[config.mk]
export PLATFORM = sky130hd
export DESIGN_NAME = fp_matrix_loader_flat
export DESIGN_NICKNAME = d
export VERILOG_FILES = /design/src/rtl/fp_matrix_loader_if.sv /design/src/rtl/fp_matrix_loader.sv /design/src/flat_wrapper.sv
export SDC_FILE = /design/constraint.sdc
export NUM_CORES = 1
export LEC_CHECK = 0
export ABC_AREA = 1
export ABC_CLOCK_PERIOD_IN_PS = 2170
export BUFFER_PORTS_ARGS = -buffer_cell sky130_fd_sc_hd__buf_2
export CORE_AREA = 2 2 450 452
export DETAILED_ROUTE_END_ITERATION = 8
export DIE_AREA = 0 0 452 454
export PLACE_DENSITY = 0.37
export SLEW_MARGIN = 0
export SYNTH_ARGS = -nofsm -noshare
export SYNTH_HDL_FRONTEND = slang
export SYNTH_SLANG_ARGS = --single-unit
[constraint.sdc]
create_clock -name clk -period 2.17 [get_ports clk]
set_input_delay 0.1085 -clock clk [delete_from_list [all_inputs] [get_ports clk]]
set_output_delay 0.1085 -clock clk [all_outputs]
set_load 0.05 [all_outputs]
[src/rtl/fp_matrix_loader_if.sv]
// rtl/fp_matrix_loader_if.sv - element stream bundle feeding the matrix loader
interface fp_matrix_loader_if #(
    parameter int WIDTH = 32
);
    logic [WIDTH-1:0] in_data;
    logic             in_valid;
    logic             in_last;
    logic             in_ready;

    modport master (
        output in_data,
        output in_valid,
        output in_last,
        input  in_ready
    );

    modport slave (
        input  in_data,
        input  in_valid,
        input  in_last,
        output in_ready
    );
endinterface

[src/rtl/fp_matrix_loader.sv]
// rtl/fp_matrix_loader.sv - row-major stream to parallel operand arrays for the fp matrix multiplier
module fp_matrix_loader #(
    parameter int WIDTH = 32,
    parameter int ROWS1 = 4,
    parameter int INNER = 5,
    parameter int COLS2 = 3
) (
    input  logic                                     clk,
    input  logic                                     rst_n,
    fp_matrix_loader_if.slave                        s_in,
    input  logic                                     mult_done,
    output logic [ROWS1-1:0][INNER-1:0][WIDTH-1:0]   Matrix1,
    output logic [INNER-1:0][COLS2-1:0][WIDTH-1:0]   Matrix2,
    output logic                                     start,
    output logic                                     frame_err,
    output logic                                     busy
);
    localparam int MAXD = (ROWS1 > INNER) ? ((ROWS1 > COLS2) ? ROWS1 : COLS2)
                                          : ((INNER > COLS2) ? INNER : COLS2);
    localparam int CW   = (MAXD > 1) ? $clog2(MAXD) : 1;

    typedef enum logic [1:0] {
        LOAD_A = 2'd0,
        LOAD_B = 2'd1,
        RUN    = 2'd2
    } state_t;

    state_t                                 r_state, w_next_state;
    logic [CW-1:0]                          r_row, r_col, w_next_row, w_next_col;
    logic                                   r_frame_err, w_next_err;
    logic [ROWS1-1:0][INNER-1:0][WIDTH-1:0] r_m1;
    logic [INNER-1:0][COLS2-1:0][WIDTH-1:0] r_m2;
    logic                                   w_in_ready, w_accept;
    logic                                   w_row_end_a, w_col_end_a, w_row_end_b, w_col_end_b, w_final_b;

    assign w_in_ready  = (r_state != RUN);
    assign w_accept    = s_in.in_valid && w_in_ready;
    assign w_row_end_a = (r_row == CW'(ROWS1-1));
    assign w_col_end_a = (r_col == CW'(INNER-1));
    assign w_row_end_b = (r_row == CW'(INNER-1));
    assign w_col_end_b = (r_col == CW'(COLS2-1));
    assign w_final_b   = w_row_end_b && w_col_end_b;

    always_ff @(posedge clk or negedge rst_n) begin
        if (!rst_n) begin
            r_state     <= LOAD_A;
            r_row       <= '0;
            r_col       <= '0;
            r_frame_err <= 1'b0;
        end else begin
            r_state     <= w_next_state;
            r_row       <= w_next_row;
            r_col       <= w_next_col;
            r_frame_err <= w_next_err;
        end
    end

    always_comb begin
        w_next_state = r_state;
        w_next_row   = r_row;
        w_next_col   = r_col;
        w_next_err   = 1'b0;
        unique case (r_state)
            LOAD_A: begin
                if (w_accept) begin
                    // in_last can only ever be legal on the final matrix2 element
                    if (s_in.in_last) begin
                        w_next_err = 1'b1;
                        w_next_row = '0;
                        w_next_col = '0;
                    end else if (w_col_end_a) begin
                        w_next_col = '0;
                        if (w_row_end_a) begin
                            w_next_row   = '0;
                            w_next_state = LOAD_B;
                        end else begin
                            w_next_row = r_row + 1'b1;
                        end
                    end else begin
                        w_next_col = r_col + 1'b1;
                    end
                end
            end
            LOAD_B: begin
                if (w_accept) begin
                    if (s_in.in_last != w_final_b) begin
                        w_next_err   = 1'b1;
                        w_next_row   = '0;
                        w_next_col   = '0;
                        w_next_state = LOAD_A;
                    end else if (w_final_b) begin
                        w_next_row   = '0;
                        w_next_col   = '0;
                        w_next_state = RUN;
                    end else if (w_col_end_b) begin
                        w_next_col = '0;
                        w_next_row = r_row + 1'b1;
                    end else begin
                        w_next_col = r_col + 1'b1;
                    end
                end
            end
            RUN: begin
                if (mult_done) begin
                    w_next_state = LOAD_A;
                end
            end
            default: begin
                w_next_state = LOAD_A;
                w_next_row   = '0;
                w_next_col   = '0;
            end
        endcase
    end

    // The offending element of a bad frame is still stored; only the frame is abandoned
    always_ff @(posedge clk or negedge rst_n) begin
        if (!rst_n) begin
            r_m1 <= '0;
            r_m2 <= '0;
        end else if (w_accept) begin
            for (int r = 0; r < ROWS1; r++) begin
                for (int c = 0; c < INNER; c++) begin
                    if (r_state == LOAD_A && r_row == CW'(r) && r_col == CW'(c)) begin
                        r_m1[r][c] <= s_in.in_data;
                    end
                end
            end
            for (int r = 0; r < INNER; r++) begin
                for (int c = 0; c < COLS2; c++) begin
                    if (r_state == LOAD_B && r_row == CW'(r) && r_col == CW'(c)) begin
                        r_m2[r][c] <= s_in.in_data;
                    end
                end
            end
        end
    end

    assign s_in.in_ready = w_in_ready;
    assign Matrix1       = r_m1;
    assign Matrix2       = r_m2;
    assign start         = (r_state == RUN);
    assign busy          = (r_state != LOAD_A);
    assign frame_err     = r_frame_err;
endmodule

[src/flat_wrapper.sv]
// flat-port wrapper written by rule: the top's interface ports become plain ports
module fp_matrix_loader_flat 
#(
    parameter int WIDTH = 32,
    parameter int ROWS1 = 4,
    parameter int INNER = 5,
    parameter int COLS2 = 3
)
  (clk, rst_n, mult_done, Matrix1, Matrix2, start, frame_err, busy, s_in_in_data, s_in_in_valid, s_in_in_last, s_in_in_ready);
  fp_matrix_loader_if #(.WIDTH(WIDTH)) s_in_i ();
  input  logic clk;
  input  logic rst_n;
  input  logic mult_done;
  output logic [ROWS1-1:0][INNER-1:0][WIDTH-1:0] Matrix1;
  output logic [INNER-1:0][COLS2-1:0][WIDTH-1:0] Matrix2;
  output logic start;
  output logic frame_err;
  output logic busy;
  input wire logic [$bits(s_in_i.in_data)-1:0] s_in_in_data;
  input wire logic [$bits(s_in_i.in_valid)-1:0] s_in_in_valid;
  input wire logic [$bits(s_in_i.in_last)-1:0] s_in_in_last;
  output wire logic [$bits(s_in_i.in_ready)-1:0] s_in_in_ready;
  assign s_in_i.in_data = s_in_in_data;
  assign s_in_i.in_valid = s_in_in_valid;
  assign s_in_i.in_last = s_in_in_last;
  assign s_in_in_ready = s_in_i.in_ready;
  fp_matrix_loader #(.WIDTH(WIDTH), .ROWS1(ROWS1), .INNER(INNER), .COLS2(COLS2)) u_core (.clk(clk), .rst_n(rst_n), .s_in(s_in_i), .mult_done(mult_done), .Matrix1(Matrix1), .Matrix2(Matrix2), .start(start), .frame_err(frame_err), .busy(busy));
endmodule
Word-level counts from Yosys, hierarchy flattened
Index checks and enable logic that the tools add are counted.
{ "word_totals": {"reg_bits": 1129, "input_bits": 37, "output_inout_bits": 1124, "word_cells": 182} }
{ "op_classes": {"addsub": 2, "n_eq_ne": 21, "n_mux": 31, "bitwise_logic": 1, "reduce_logical": 88} }
{ "op_table": {"columns": ["op", "count"], "rows": [
  ["2-bit AND reduction", 35],
  ["1-bit logical AND", 46],
  ["3-bit two-way mux", 15],
  ["3-bit case mux with 3 select lines", 2],
  ["2-bit two-way mux", 8],
  ["3-bit by 2-bit equality test with 1-bit output (second input constant)", 4],
  ["2-bit by 1-bit inequality test with 1-bit output (second input constant)", 4],
  ["7-bit AND reduction", 1],
  ["3-bit by 1-bit adder with 3-bit output (second input constant)", 2],
  ["3-bit by 1-bit equality test with 1-bit output (second input constant)", 2],
  ["3-bit equality test (second input constant)", 2],
  ["3-bit zero test", 2],
  ["2-bit inequality test (second input constant)", 3],
  ["2-bit case mux with 3 select lines", 1],
  ["5-bit AND reduction", 1],
  ["1-bit two-way mux", 4],
  ["4-bit by 1-bit inequality test with 1-bit output (second input constant)", 1],
  ["3-bit by 1-bit inequality test with 1-bit output (second input constant)", 1],
  ["3-bit by 2-bit inequality test with 1-bit output (second input constant)", 1],
  ["3-bit AND reduction", 1],
  ["2-bit by 1-bit equality test with 1-bit output (second input constant)", 1],
  ["2-bit equality test (second input constant)", 1],
  ["2-bit zero test", 1],
  ["1-bit case mux with 2 select lines", 1],
  ["3 further kinds", 3]
]} }

Depth between registers and ports, before layout
Gate-level depths: netlist of run 1.
{ "depth": {"ltp_word": 6, "ltp_mapped": 11, "ltp_nobuf": 10} }

Worst setup path before layout of run 1
OpenSTA, ideal clock, no wires.
{ "synth_timing": {"path_kind": "reg-to-reg", "startpoint": "register u_core.r_row[0]", "endpoint": "register u_core.r_m2, in the netlist u_core.Matrix2[465]", "setup_ps": 133, "arrival_ps": 1676, "required_ps": 2037, "path_slack_ps": 361, "path_stages_with_launch": 9, "path_buffers": 1, "period_less_slack_ps": 1809, "path_cell_list": "dfrtp_1 > inv_1 > ha_1 > nand2_1 > nor3_1 > nand2_1 > clkbuf_1 > nand2_1 > o21ai_0"} }
{ "synth_between": {"elab_chain_cells": 4} }
{ "synth_lines": {"columns": ["item", "line", "text"], "rows": [
  ["start, declared", "fp_matrix_loader.sv:29", "logic [CW-1:0] r_row, r_col, w_next_row, w_next_col;"],
  ["start signal, assigned", "fp_matrix_loader.sv:52", "r_row <= w_next_row;"],
  ["3-bit equality test", "fp_matrix_loader.sv:131", "if (r_state == LOAD_B && r_row == CW'(r) && r_col == CW'(c)) begin"],
  ["1-bit logical AND (2 in a row)", "fp_matrix_loader.sv:131", null],
  ["2-bit AND reduction (no source line)", null, null],
  ["end signal, assigned by index", "fp_matrix_loader.sv:132", "r_m2[r][c] <= s_in.in_data;"],
  ["end, declared", "fp_matrix_loader.sv:32", "logic [INNER-1:0][COLS2-1:0][WIDTH-1:0] r_m2;"]
]} }
Every way passes these cells.
A chain may end at the register's enable or synchronous reset.

Final worst setup path of run 1
{ "layout_timing": {"startpoint": "register u_core.r_col[0]", "endpoint": "register u_core.r_m1, in the netlist u_core.Matrix1[13]"} }
{ "layout_between": {"elab_chain_cells": 3} }
{ "layout_lines": {"columns": ["item", "line", "text"], "rows": [
  ["start, declared", "fp_matrix_loader.sv:29", null],
  ["start signal, assigned", "fp_matrix_loader.sv:53", "r_col <= w_next_col;"],
  ["3-bit zero test", "fp_matrix_loader.sv:124", "if (r_state == LOAD_A && r_row == CW'(r) && r_col == CW'(c)) begin"],
  ["1-bit logical AND", "fp_matrix_loader.sv:124", null],
  ["2-bit AND reduction (no source line)", null, null],
  ["end signal, assigned by index", "fp_matrix_loader.sv:125", "r_m1[r][c] <= s_in.in_data;"],
  ["end, declared", "fp_matrix_loader.sv:31", "logic [ROWS1-1:0][INNER-1:0][WIDTH-1:0] r_m1;"]
]} }
Every way passes these cells.

==> results of run 1 <==
[placed cells by master, fill, tap and decap left out, types with 7 or more instances in the layout]
cell type and n:
o21ai_0 987, a21oi_1 128, bufinv_16 7, clkinv_2 20
nand2_4 7, buf_4 82, diode_2 19, dfrtp_1 1127
inv_1 20, clkbuf_8 47, ha_1 9, o21ai_1 14
buf_12 89, inv_2 34, nand2_1 1021, clkbuf_1 23
nand3_1 14, clkbuf_16 144, nand2_2 24, dlygate4sd3_1 38
nor2_1 143, buf_2 1157
[worst max-delay path, stage by stage, from the launching register on]
cell	delay, ns
dfrtp_1	0.40
inv_1	0.13
ha_1	0.21
nand2_1	0.10
nor2_2	0.27
buf_4	0.19
nand2_2	0.06
buf_12	0.17
nand2_1	0.14
o21ai_0	0.09
[layer usage]
layer / up-vias / wire (µm) / global-route usage [%]
met2: 1134 / 95700 / 30.9
li1: 15084 / - / -
met5: - / 20 / 0
met3: 254 / 14200 / 5.44
met4: 4 / 6490 / 6.70
met1: 16093 / 78800 / 22.4
[area by class of cell]
cell class / count / area, µm²
Inverter: 55 / 208
Tap cell: 2672 / 3340
Clock buffer: 213 / 4310
Multi-Input combinational cell: 2367 / 10600
Sequential cell: 1129 / 28300
Clock inverter: 39 / 453
Antenna cell: 19 / 47.5
Fill cell: 21439 / 145000
Timing Repair Buffer: 1369 / 8620
[synthesized netlist by cell type]
cell	n	area share, %
nand4_2	2	0.062
nor2_2	6	0.093
o21ai_0	987	12
nand2_4	2	0.056
buf_2	34	0.42
ha_1	11	0.34
nand3_1	15	0.19
o211ai_1	1	0.019
o22ai_1	1	0.016
nand2_1	1038	9.7
buf_4	1	0.019
inv_2	3	0.028
nor2_1	144	1.3
nand4_1	2	0.031
nand2_2	12	0.19
inv_1	52	0.49
a21oi_1	128	1.6
nor2_4	2	0.056
clkbuf_1	272	2.5
dfrtp_1	1129	70
nor3_1	2	0.025
o21ai_1	14	0.17
[logic make-up after synthesis]
logic type | Yosys count | share of synthesized area (%)
AOI/OAI and AO/OA | 1131 | 14.1
buffers and inverters | 362 | 3.50
adders and majority gates | 11 | 0.343
DFF | 1129 | 70.3
and+or+nand+nor | 1225 | 11.7
[power by group through the flow]
stage / Combinational (W) / Clock (W) / Sequential [W]
2_1_floorplan: 0.00631 / 0 / 0.0542
3_3_place_gp: 0.0426 / 0 / 0.0312
3_5_place_dp: 0.0427 / 0 / 0.0314
4_1_cts: 0.0427 / 0.0250 / 0.0312
5_1_grt: 0.0445 / 0.0258 / 0.0320
6_report: 0.0422 / 0.0243 / 0.0312
[state kept, by name, indices dropped and copies added, names as in the netlist]
signal	count
u_core.Matrix1	640
u_core.Matrix2	480
u_core.frame_err	1
u_core.r_col	3
u_core.r_row	3
u_core.r_state	2
[metrics by stage]
stage	instance area, µm²	power (W)	hold slack [ns]
finish	55900	0.0977	0.149
global route	55800	0.102	0.127
CTS	55800	0.0989	0.0676
detailed placement	50600	0.0740	0.0172
global placement	50600	0.0738	0.0200
floorplan	40200	0.0605	-0.187
[worst min path at each step]
stage | start | end | slack, ns | depth (start not counted)
floorplan | rst_n | u_core.Matrix1[0]$_DFFE_PN0P_ | -0.19 | 0
global placement | rst_n | u_core.Matrix1[268]$_DFFE_PN0P_ | 0.02 | 1
detailed placement | rst_n | u_core.Matrix1[268]$_DFFE_PN0P_ | 0.02 | 1
CTS | s_in_in_data[12] | u_core.Matrix1[428]$_DFFE_PN0P_ | 0.07 | 4
global route | s_in_in_data[12] | u_core.Matrix1[428]$_DFFE_PN0P_ | 0.13 | 4
finish | s_in_in_data[12] | u_core.Matrix1[428]$_DFFE_PN0P_ | 0.15 | 4
[timing repair]
action,4_1_cts,5_1_grt
hold buffers,39,0
hold endpoints to repair,1779,0
setup buffers,0,1
cloned,0,1
gates resized for setup,2,6
setup endpoints to repair,1,9
pin swaps,0,1
==> impl_metrics.json, run 1 <==
{
  "power_density_nw_per_um2": 1750,
  "synth_area_um2": 40200,
  "regToRegEndpoint": "u_core.Matrix1[13]$_DFFE_PN0P_",
  "netSwitchingFraction_pct": 48.6,
  "dp_hpwl_mm": 131,
  "routed_wl_mm": 195,
  "viasPerCell": 4.14,
  "drc": 0,
  "initial_core_util_pct": 20.0,
  "power.leakage_nw": 28.9,
  "syn_nets": 3906,
  "grt_max_degree": 101,
  "clk_latency_ns": 0.80,
  "dr.pass1.iters": 7,
  "grt_overflow_total": 0,
  "peakVddDrop_mv": 0.789,
  "dp_cells": 7551,
  "clock.fmax_ghz": 0.490,
  "endpoint": "u_core.Matrix1[13]$_DFFE_PN0P_",
  "grt_pass1_vias": 31926,
  "synth_cells": 3858,
  "internal_power_w": 0.0503,
  "worst_slew_pin_slew_ns": 0.698,
  "reg2reg_from": "u_core.r_col[0]$_DFFE_PN0P_",
  "dieArea_um2": 205000,
  "hold_class": "in -> reg",
  "cts_buffers": 138,
  "cts_max_level": 4,
  "syn_avg_cell_area_um2": 10.4,
  "rows": 165,
  "seqPwrFrac_pct": 31.9,
  "ff2ff_setup_slack_ns": 0.13,
  "slew_violations": 0,
  "power.switching_w": 0.0475,
  "io_pins": 1161,
  "rsz0062_at_grt": "no",
  "crit_path_start": "u_core.r_col[0]$_DFFE_PN0P_",
  "grt_pass1_wl_mm": 267,
  "r2r_cells": 9,
  "antenna_found_initial": 25,
  "ys_warn_count": 0,
  "clkPwrFrac_pct": 24.9,
  "die-width_um": 452,
  "combPwrFrac_pct": 43.2,
  "cts_tree": "done",
  "cts_root_buffer": "clkbuf_16",
  "tns_ns": 0,
  "ant_nets": 0,
  "cp_max_fo": 64,
  "final_util_pct": 27.8,
  "grt_util_all_layers_pct": 18.4,
  "ctsLongestPathBuffers": 3,
  "crit_arrival_ns": 2.67,
  "finalCriticalPeriod_ns": 2.04,
  "place_ws_ns": 0.126,
  "synth_cell_types": 22,
  "slew_headroom_pct": 53.5,
  "final_hold_viol_count": 0,
  "synthToLayoutAreaGrowth_pct": 39.1,
  "design.core.area_um2": 201000,
  "setup_viol": 0,
  "fin_nets": 5108,
  "avgRoutedWirePerCell_um": 24.8,
  "drtIter0Drc": 2762,
  "cp.required_ns": 2.79,
  "yosysSeqAreaShare_pct": 70.3,
  "instances_no_fill": 7863,
  "cap_violations": 0,
  "cts.sinks": 1129,
  "critPathKind": "reg -> reg",
  "portBuffers": 1160,
  "clk_pin_slew_ns": 0.06,
  "die_h_um": 454,
  "timing.final.ws_setup_ns": 0.128,
  "fin_skew_ns": 0.0345,
  "layout-drive-gt1-share_pct": 31.7,
  "vias": 32569,
  "status": "completed",
  "globalplace.congestion": 0.770,
  "synth_seq_cells": 1129,
  "min_period_over_period_pct": 94.1,
  "cp-end-kind": "register",
  "critPathLaunchType": "register"
}
Note: power is estimated with default switching activity, not from simulation.
==> run 2: changes to the inputs <==
--- a/config.mk
+++ b/config.mk
@@ -5,13 +5,12 @@
 export SDC_FILE = /design/constraint.sdc
 export NUM_CORES = 1
 export LEC_CHECK = 0
-export ABC_AREA = 1
 export ABC_CLOCK_PERIOD_IN_PS = 2170
 export BUFFER_PORTS_ARGS = -buffer_cell sky130_fd_sc_hd__buf_2
-export CORE_AREA = 2 2 450 452
+export CORE_AREA = 2 2 453 455
 export DETAILED_ROUTE_END_ITERATION = 8
-export DIE_AREA = 0 0 452 454
-export PLACE_DENSITY = 0.37
+export DIE_AREA = 0 0 455 457
+export PLACE_DENSITY = 0.38
 export SLEW_MARGIN = 0
 export SYNTH_ARGS = -nofsm -noshare
 export SYNTH_HDL_FRONTEND = slang
==> run 2 against run 1 <==
- first-iteration DRC count down 54%
- critical path type unchanged
- register-to-register slack lost 0.09 ns
- clock power down 2%
- final cell count is 14% lower
- sequential power about the same
- setup slack got worse by 0.088 ns
- synthesized cell count down 33%
- fmax down 4.1%
- design area increased by 6.3%
- non-clock buffer count increased by 46
==> impl_metrics.json, run 2 <==
{
  "status": "completed",
  "cp_max_fo": 6,
  "final_common_cell": "buf_2",
  "synth_cell_types": 35,
  "synth_edf_count": 0,
  "die-width_um": 455,
  "avgRoutedWirePerCell_um": 28.3,
  "place_ws_ns": -0.345,
  "cts_max_level": 4,
  "grt_pass1_vias": 28750,
  "cpMostUsedCell": "ha_2",
  "globalplace.congestion": 0.753,
  "yosys-top-cells-count": "dfrtp_1 (1129), mux2_2 (1110), buf_2 (105)",
  "grt_util_all_layers_pct": 17.7,
  "cp-end-kind": "register",
  "critPathLaunchType": "register",
  "min_period_over_period_pct": 98.1,
  "crit_arrival_ns": 2.80,
  "cap_violations": 0,
  "dp_hpwl_mm": 135,
  "power_density_nw_per_um2": 1720,
  "vias": 27538,
  "syn_nets": 2626,
  "slew_violations": 0,
  "ctsLongestPathBuffers": 3,
  "slew_headroom_pct": 33.7,
  "drtIter0Drc": 1274,
  "yosysTopAreaCell": "dfrtp_1",
  "peakVddDrop_mv": 0.758,
  "drc": 0,
  "worst_slew_pin_slew_ns": 0.994,
  "layout_common_cells": "buf_2 (1157), dfrtp_1 (1125), mux2_2 (1110), clkbuf_16 (146), buf_4 (109)",
  "ant_nets": 0,
  "ys_top_cells_by_area": "dfrtp_1 (66%), mux2_2 (29%), buf_2 (1.2%), clkbuf_1 (0.88%), ha_1 (0.32%)",
  "cp.required_ns": 2.84,
  "dp_cells": 6427,
  "portBuffers": 1160,
  "cts.sinks": 1129,
  "ys_warn_count": 0,
  "yosysMostFrequentCell": "dfrtp_1",
  "power.leakage_nw": 31.4,
  "instances_no_fill": 6726,
  "die_h_um": 457,
  "hold_class": "in -> reg",
  "grt_overflow_total": 0,
  "cts_buffers": 140,
  "design.core.area_um2": 203000,
  "grt_max_degree": 94,
  "layout-drive-gt1-share_pct": 69.0,
  "io_pins": 1161,
  "viasPerCell": 4.09,
  "largest_register_ffs": 640,
  "dr.pass1.iters": 4,
  "dieArea_um2": 208000,
  "routed_wl_mm": 190,
  "fin_skew_ns": 0.0426,
  "power.total_w": 0.102,
  "critPathKind": "reg -> reg",
  "cts_tree": "done",
  "ff2ff_setup_slack_ns": 0.04,
  "grt_pass1_wl_mm": 255,
  "fin_nets": 3973,
  "syn_avg_cell_area_um2": 16.5,
  "postLayoutCellArea_um2": 59400,
  "synthFlopType": "dfrtp_1",
  "timing.final.ws_setup_ns": 0.0405,
  "cts_root_buffer": "clkbuf_16",
  "initial_core_util_pct": 20.9,
  "place_area_um2": 53900,
  "synth_seq_cells": 1129,
  "clk_pin_slew_ns": 0.05,
  "yosysSeqAreaShare_pct": 66.4,
  "antenna_found_initial": 9,
  "synth_area_um2": 42500,
  "final_util_pct": 29.2,
  "final_hold_viol_count": 0,
  "cp_slowest_stage_delay_ns": 0.35,
  "rows": 166,
  "setup_viol": 0,
  "finalCriticalPeriod_ns": 2.13,
  "synth_top_area_share_pct": 66.4,
  "synth_cells": 2578,
  "cpMaxStageDelayCell": "dfrtp_1",
  "async_flop_share_pct": 100,
  "clock.fmax_ghz": 0.470,
  "path_cells": "ha_2, ha_2, nand2_1, buf_4, nor4b_4, buf_6, buf_12, mux2_2",
  "synthToLayoutAreaGrowth_pct": 39.6,
  "clk_latency_ns": 0.82,
  "rsz0062_at_grt": "yes"
}
[run 2: cell count changes in the layout (fill, tap and decap cells not counted), moves of 19 or more]
| cell | before | now |
|---|---|---|
| mux2_2 | 0 | 1110 |
| nand2_1 | 1021 | 7 |
| o21ai_0 | 987 | 5 |
| nor2_1 | 143 | 4 |
| a21oi_1 | 128 | 4 |
| inv_2 | 34 | 1 |
| buf_4 | 82 | 109 |
| buf_12 | 89 | 108 |
[run 2: through the flow]
step / hold slack, ns / TNS (ns)
floorplan: -0.187 / 0
global placement: 0.0907 / -149.17
detailed placement: 0.0849 / -131.63
CTS: 0.00295 / -0.279
global route: 0.0305 / -1.73
finish: 0.0576 / 0
[run 2: layout make-up]
class	count	area [µm²]
Clock inverter	41	561
Inverter	9	38.8
Multi-Input combinational cell	1230	13700
Fill cell	20911	144000
Sequential cell	1129	28300
Tap cell	2688	3360
Timing Repair Buffer	1415	9290
Antenna cell	4	10.0
Clock buffer	210	4110
[run 2: worst max-delay path, delay by kind of cell, from the launching register on]
family | cells | cell delay, ns
adder cells (fa/ha/maj) | 2 | 0.40
AND/OR/NAND/NOR | 2 | 0.31
flip-flops | 1 | 0.35
buffers and inverters | 3 | 0.59
multiplexers | 1 | 0.34
[run 2: worst paths after layout]
kind | depth (start not counted) | start | end
min in group asynchronous | 3 | rst_n | u_core.Matrix1[149]$_DFFE_PN0P_
worst min-delay path | 3 | s_in_in_data[25] | u_core.Matrix1[281]$_DFFE_PN0P_
worst max register to register | 8 | u_core.r_row[0]$_DFFE_PN0P_ | u_core.Matrix2[375]$_DFFE_PN0P_
worst max-delay path | 8 | u_core.r_row[0]$_DFFE_PN0P_ | u_core.Matrix2[375]$_DFFE_PN0P_
worst min register to register | 1 | u_core.Matrix2[396]$_DFFE_PN0P_ | u_core.Matrix2[396]$_DFFE_PN0P_
max in group asynchronous | 3 | rst_n | u_core.Matrix1[542]$_DFFE_PN0P_
[run 2: cell families after synthesis]
group / Yosys count / share of synthesized area (%)
flip-flops: 1129 / 66.4
multiplexers: 1125 / 29.8
buffers and inverters: 219 / 2.24
AND/OR/NAND/NOR: 82 / 1.05
AO/OA/AOI/OAI: 12 / 0.171
adder cells (fa/ha/maj): 11 / 0.324
[run 2: layer usage]
| layer | routed length (µm) | GRT usage (%) |
|---|---|---|
| met5 | 16 | 0 |
| met4 | 5830 | 5.70 |
| met3 | 13900 | 5.64 |
| met2 | 92000 | 29.8 |
| met1 | 78500 | 21.4 |
[run 2: timing repair]
item                                   in CTS  in global routing
pin swaps                                   2                  3
gates cloned                                1                  7
hold buffers                               25                  0
setup endpoints to repair                1043                469
buffers inserted                            8                  3
resized for setup                          27                 34
endpoints found under the hold margin    1461                  0
[run 2: where the power goes]
part / internal, W / total, W / switching, W
Clock: 0.0138 / 0.0237 / 0.00987
Combinational: 0.0114 / 0.0467 / 0.0353
Sequential: 0.0281 / 0.0314 / 0.00339
Total: 0.0533 / 0.102 / 0.0486
